==> config.mk <==
export PLATFORM = sky130hd
export DESIGN_NAME = ct_hpcp_event_cnt
export DESIGN_NICKNAME = d
export VERILOG_FILES = /design/src/rtl/ct_hpcp_pkg.sv /design/src/rtl/ct_hpcp_cnt_acc.sv /design/src/rtl/ct_hpcp_event_cnt.sv
export SDC_FILE = /design/constraint.sdc
export NUM_CORES = 1
export LEC_CHECK = 0
export ABC_CLOCK_PERIOD_IN_PS = 2400
export CAP_MARGIN = 20
export CORE_MARGIN = 4
export CORE_UTILIZATION = 25
export CTS_CLUSTER_SIZE = 16
export DETAILED_ROUTE_END_ITERATION = 16
export DONT_BUFFER_PORTS = 1
export PLACE_DENSITY = 0.42
export SLEW_MARGIN = 10
export SYNTH_ARGS = -nofsm -noshare
export SYNTH_HDL_FRONTEND = slang
export SYNTH_SLANG_ARGS = --single-unit
==> constraint.sdc <==
create_clock -name hpcp_clk -period 2.4 [get_ports hpcp_clk]
set_input_delay 0.36 -clock hpcp_clk [delete_from_list [all_inputs] [get_ports hpcp_clk]]
set_output_delay 0.36 -clock hpcp_clk [all_outputs]
set_load 0.03 [all_outputs]
==> src/rtl/ct_hpcp_pkg.sv <==
// Shared defaults for the HPCP event counter slice.
//   HPCP_CNT_W  : default counter width (even, 32..64)
//   HPCP_EVT_W  : default width of the per-cycle event count
//   HPCP_HALF_W : width of one CSR-writable half of the counter
package ct_hpcp_pkg;

    localparam int unsigned HPCP_CNT_W  = 64;
    localparam int unsigned HPCP_EVT_W  = 3;
    localparam int unsigned HPCP_HALF_W = HPCP_CNT_W / 2;

endpackage

==> src/rtl/ct_hpcp_cnt_acc.sv <==
// Stage-2 accumulate datapath for one HPCP counter: adds the captured event count
// to the current value with carry-out, and lets a qualified CSR write replace either
// half. Purely combinational.
//   cnt_value : current counter value
//   evt_vld   : stage-1 event valid
//   evt_num   : stage-1 event count (zero-extended into the adder)
//   wr_lo     : qualified write of the low half
//   wr_hi     : qualified write of the high half
//   wdata     : write data for whichever half is written
//   cnt_nxt   : next counter value
//   ovf_nxt   : carry out of the accumulate (never set on a write cycle)
module ct_hpcp_cnt_acc
    import ct_hpcp_pkg::*;
#(
    parameter int unsigned CNT_W = HPCP_CNT_W,
    parameter int unsigned EVT_W = HPCP_EVT_W
) (
    input  logic [CNT_W-1:0]   cnt_value,
    input  logic               evt_vld,
    input  logic [EVT_W-1:0]   evt_num,
    input  logic               wr_lo,
    input  logic               wr_hi,
    input  logic [CNT_W/2-1:0] wdata,
    output logic [CNT_W-1:0]   cnt_nxt,
    output logic               ovf_nxt
);

    localparam int unsigned HALF_W = CNT_W / 2;

    logic [CNT_W:0] inc;
    logic [CNT_W:0] sum;

    always_comb begin
        inc = '0;
        if (evt_vld) begin
            inc[EVT_W-1:0] = evt_num;
        end
        sum     = {1'b0, cnt_value} + inc;
        cnt_nxt = sum[CNT_W-1:0];
        ovf_nxt = sum[CNT_W];
        // A write wins: the increment of this cycle is dropped, not merged.
        if (wr_lo || wr_hi) begin
            cnt_nxt = cnt_value;
            ovf_nxt = 1'b0;
            if (wr_lo) begin
                cnt_nxt[HALF_W-1:0] = wdata;
            end
            if (wr_hi) begin
                cnt_nxt[CNT_W-1:HALF_W] = wdata;
            end
        end
    end

endmodule

==> src/rtl/ct_hpcp_event_cnt.sv <==
// One HPCP performance counter slice. Captures per-cycle event counts (stage 1),
// accumulates them into the counter (stage 2), accepts half-width CSR writes that
// are qualified by l2cnt_cmplt_ff, and emits a one-cycle overflow pulse per wrap.
//   hpcp_clk           : clock
//   cpurst_b           : asynchronous active-low reset
//   cnt_en             : counting permitted (gates capture only)
//   event_vld          : event_num valid this cycle
//   event_num          : number of events this cycle
//   cnt_wen_lo         : CSR write of the low half
//   cnt_wen_hi         : CSR write of the high half
//   l2cnt_cmplt_ff     : write qualifier
//   hpcp_wdata         : CSR write data
//   cnt_value          : current counter value
//   counter_overflow_x : single-cycle overflow pulse
module ct_hpcp_event_cnt
    import ct_hpcp_pkg::*;
#(
    parameter int unsigned CNT_W = HPCP_CNT_W,
    parameter int unsigned EVT_W = HPCP_EVT_W
) (
    input  logic               hpcp_clk,
    input  logic               cpurst_b,
    input  logic               cnt_en,
    input  logic               event_vld,
    input  logic [EVT_W-1:0]   event_num,
    input  logic               cnt_wen_lo,
    input  logic               cnt_wen_hi,
    input  logic               l2cnt_cmplt_ff,
    input  logic [CNT_W/2-1:0] hpcp_wdata,
    output logic [CNT_W-1:0]   cnt_value,
    output logic               counter_overflow_x
);

    logic             evt_vld_s1;
    logic [EVT_W-1:0] evt_num_s1;
    logic             wr_lo;
    logic             wr_hi;
    logic [CNT_W-1:0] cnt_nxt;
    logic             ovf_nxt;

    // Unqualified write strobes are dropped outright, never held for later.
    assign wr_lo = cnt_wen_lo & l2cnt_cmplt_ff;
    assign wr_hi = cnt_wen_hi & l2cnt_cmplt_ff;

    always_ff @(posedge hpcp_clk or negedge cpurst_b) begin
        if (!cpurst_b) begin
            evt_vld_s1 <= 1'b0;
            evt_num_s1 <= '0;
        end else begin
            evt_vld_s1 <= event_vld & cnt_en;
            evt_num_s1 <= event_num;
        end
    end

    ct_hpcp_cnt_acc #(
        .CNT_W (CNT_W),
        .EVT_W (EVT_W)
    ) u_acc (
        .cnt_value (cnt_value),
        .evt_vld   (evt_vld_s1),
        .evt_num   (evt_num_s1),
        .wr_lo     (wr_lo),
        .wr_hi     (wr_hi),
        .wdata     (hpcp_wdata),
        .cnt_nxt   (cnt_nxt),
        .ovf_nxt   (ovf_nxt)
    );

    always_ff @(posedge hpcp_clk or negedge cpurst_b) begin
        if (!cpurst_b) begin
            cnt_value          <= '0;
            counter_overflow_x <= 1'b0;
        end else begin
            cnt_value          <= cnt_nxt;
            counter_overflow_x <= ovf_nxt;
        end
    end

endmodule

==> metrics.cfg <==
[worst_hold_path]
hp-class = primary input to register
hold_depth = 0
holdPathEnd = evt_num_s1[2]$_DFF_PN0_
hp-start = event_num[2]

[detailed_routing]
vias = 5144
wl_per_cell_um = 23.3
drt_iter0_drc = 364
viasPerCell = 5.66
routed_wl_um = 21200
ant_nets = 0
firstDrtPassIters = 7
drc = 0

[floorplanning]
io_pins = 107
die_h_um = 144
fp-row-count = 49
die_x_um = 144
dieArea_mm2 = 0.0209
initial_core_util_pct = 25.7
core_area_mm2 = 0.0181

[global_route]
grt_pass1_wl_um = 31600
antenna_found_initial = 0
grt_max_degree = 70
track_usage_pct = 20.1
grt_pass1_vias = 5156
grt_overflow = 0

[critical_path]
reg2reg_slack_ns = -0.12
critPathMaxFanout = 5
cp.arrival_ns = 2.75
startpoint_type = register
r2r_cells = 8
crit_type = register to register
required_ns = 2.63
critPathCaptureType = register
r2r_end = cnt_value[63]$_DFFE_PN0P_
r2r_start = evt_vld_s1$_DFF_PN0_

[timing]
finalSetupViolations = 7
rsz0062_at_grt = true
drv_slew = 0
fmax_mhz = 398
relSlewSlack_pct = 40.5
finalWorstSetupSlack_ns = -0.116
finalCriticalPeriod_ns = 2.52
finalHoldViolCount = 0
tightestPinTransition_ns = 0.888
worst_clock_skew_ns = 0.00687
final.period_utilization_pct = 105

[clocking]
cts.htree.levels = 3
path_clk_slew_ns = 0.06
cts_inserted_buffers = 9
insertion_delay_ns = 0.35
cts-root-buf = clkbuf_16
clock_path_buffers = 2
clock_sinks = 69
cts_tree = done

[logic_synthesis]
synth_fp_nets = 617
synth_ff_type = dfrtp_1
netlist_area_mm2 = 0.00466
async_flop_share_pct = 100
netlist_instances = 571
syn_area_per_cell_um2 = 8.15
yosysSeqAreaShare_pct = 37.1
ys_ff_latch = 69
ys_types = 65
synth_edf_count = 0
ys.warnings.count = 0

[pwr]
power_density_mw_per_mm2 = 671
p_leak_nw = 2.55
max-vdd-ir-drop_mv = 0.337

[place]
place.gp.congestion = 0.874
port_buffers = 0
dpl.hpwl_um = 15600
dp_slack_ns = -0.211

[outcome]
violations = setup timing
status = finished with violations

[finish]
nets = 722
area_growth_pct = 36.0
drive_gt1_share_pct = 28.8
final_core_util_pct = 34.9
n_antenna_cell = 0

[flow_run]
max-cap-violations = 0

## placed cells by master (no fill, tap or decap), drive strengths merged, types with 3 or more instances in the layout
master | synthesis | layout
nand3 | 25 | 25
ha | 3 | 3
buf | 4 | 127
o41ai | 3 | 3
o311ai | 7 | 7
o21a | 3 | 3
a21o | 4 | 4
o32ai | 3 | 3
xor2 | 4 | 4
dfrtp | 69 | 69
o211a | 3 | 3
o22ai | 22 | 22
a21oi | 34 | 34
nor4 | 14 | 14
a32oi | 4 | 4
or4 | 5 | 5
a31oi | 10 | 10
nor3b | 3 | 3
xnor2 | 7 | 7
and2 | 11 | 11
nand4 | 30 | 30
or3 | 9 | 9
and4 | 5 | 5
or2 | 3 | 3
a311oi | 3 | 3
o22a | 3 | 3
clkbuf | 30 | 13
o211ai | 8 | 8
o21ai | 36 | 36
a211oi | 3 | 3
nand2 | 79 | 79
o31ai | 4 | 4
and3 | 6 | 6
a22oi | 6 | 6
a221o | 4 | 4
nor2 | 45 | 45
nor3 | 25 | 25
inv | 14 | 14
a22o | 3 | 3
## routing by layer
layer  global-route usage [%]  part of all wire (%)
met5                        0                     0
met2                     32.0                    47
met3                     6.12                   8.8
met1                     26.3                    43
met4                     6.09                   2.0
## Yosys cell counts, types with 7 or more instances
| cell type | number | area (um^2) |
|---|---|---|
| nand2_1 | 79 | 297 |
| dfrtp_1 | 69 | 1730 |
| nor2_1 | 45 | 169 |
| a21oi_1 | 34 | 170 |
| o21ai_0 | 34 | 170 |
| clkbuf_1 | 27 | 101 |
| nand4_1 | 27 | 169 |
| nand3_1 | 25 | 125 |
| nor3_1 | 24 | 120 |
| o22ai_1 | 22 | 138 |
| inv_1 | 14 | 52.6 |
| and2_1 | 11 | 68.8 |
| nor4_1 | 11 | 68.8 |
| a31oi_1 | 10 | 62.6 |
| o211ai_1 | 8 | 60.1 |
| or3_1 | 8 | 50.1 |
| xnor2_1 | 7 | 61.3 |
## cells by family after synthesis
| kind of cell | Yosys count | synth area share [%] |
|---|---|---|
| compound gates | 171 | 24.5 |
| xor+xnor | 11 | 2.07 |
| fa+ha+maj | 4 | 1.24 |
| buf+inv | 48 | 4.57 |
| flops | 69 | 37.1 |
| mux | 2 | 0.430 |
| simple gates | 266 | 30.1 |
## how the worst max path moves through the flow
stage                           endpoint                     start  cells after the start  slack (ns)
2_1_floorplan  cnt_value[40]$_DFFE_PN0P_  cnt_value[0]$_DFFE_PN0P_                      8       -0.05
3_3_place_gp   cnt_value[40]$_DFFE_PN0P_      evt_vld_s1$_DFF_PN0_                      9       -0.17
3_5_place_dp   cnt_value[40]$_DFFE_PN0P_      evt_vld_s1$_DFF_PN0_                      9       -0.21
4_1_cts        cnt_value[63]$_DFFE_PN0P_      evt_vld_s1$_DFF_PN0_                      8       -0.12
5_1_grt        cnt_value[52]$_DFFE_PN0P_      evt_vld_s1$_DFF_PN0_                     11       -0.24
6_report       cnt_value[63]$_DFFE_PN0P_      evt_vld_s1$_DFF_PN0_                      8       -0.12
## stage by stage
| step | hold slack, ns | TNS (ns) | power [mW] | instances | instance area [um^2] |
|---|---|---|---|---|---|
| 2_1_floorplan | 0.0644 | -0.0943 | 2.38 | 571 | 4740 |
| 6_report | 0.0398 | -0.352 | 4.25 | 909 | 6330 |
| 3_5_place_dp | 0.0681 | -2.23 | 2.92 | 884 | 5770 |
| 5_1_grt | 0.0291 | -2.59 | 4.45 | 909 | 6330 |
| 3_3_place_gp | 0.0678 | -1.74 | 2.91 | 884 | 5770 |
| 4_1_cts | 0.0273 | -0.392 | 4.25 | 901 | 6130 |
## registers in the layout (all words and copies together), names as in the netlist
signal / cells
cnt_value: 64
counter_overflow_x: 1
evt_num_s1: 3
evt_vld_s1: 1
## critical path, stage by stage (launching register included)
cell	delay [ns]
dfrtp_1	0.39
and2_4	0.15
ha_4	0.30
nand3_4	0.07
a21o_4	0.23
or3_4	0.39
or4_4	0.51
xnor2_1	0.14
o211a_1	0.22
## area by class of cell
class | count | area (um^2)
Tap cell | 229 | 287
Timing Repair Buffer | 128 | 1020
Multi-Input combinational cell | 454 | 2970
Clock buffer | 13 | 260
Fill cell | 1897 | 11800
Inverter | 14 | 52.6
Sequential cell | 69 | 1730
Clock inverter | 2 | 10.0
## power breakdown
group	leakage, nW	internal (mW)	switching (mW)
Combinational	1.62	0.521	0.962
Clock	0.135	0.748	0.528
Sequential	0.797	1.33	0.161
## repair_timing
item | 4_1_cts | 5_1_grt
gates cloned | 0 | 1
setup buffers | 0 | 7
endpoints found under the hold margin | 69 | 0
gates resized for setup | 8 | 31
hold buffers | 2 | 0
pin swaps | 2 | 13
setup endpoints to repair | 24 | 31
Note: power is estimated with default switching activity, not from simulation.
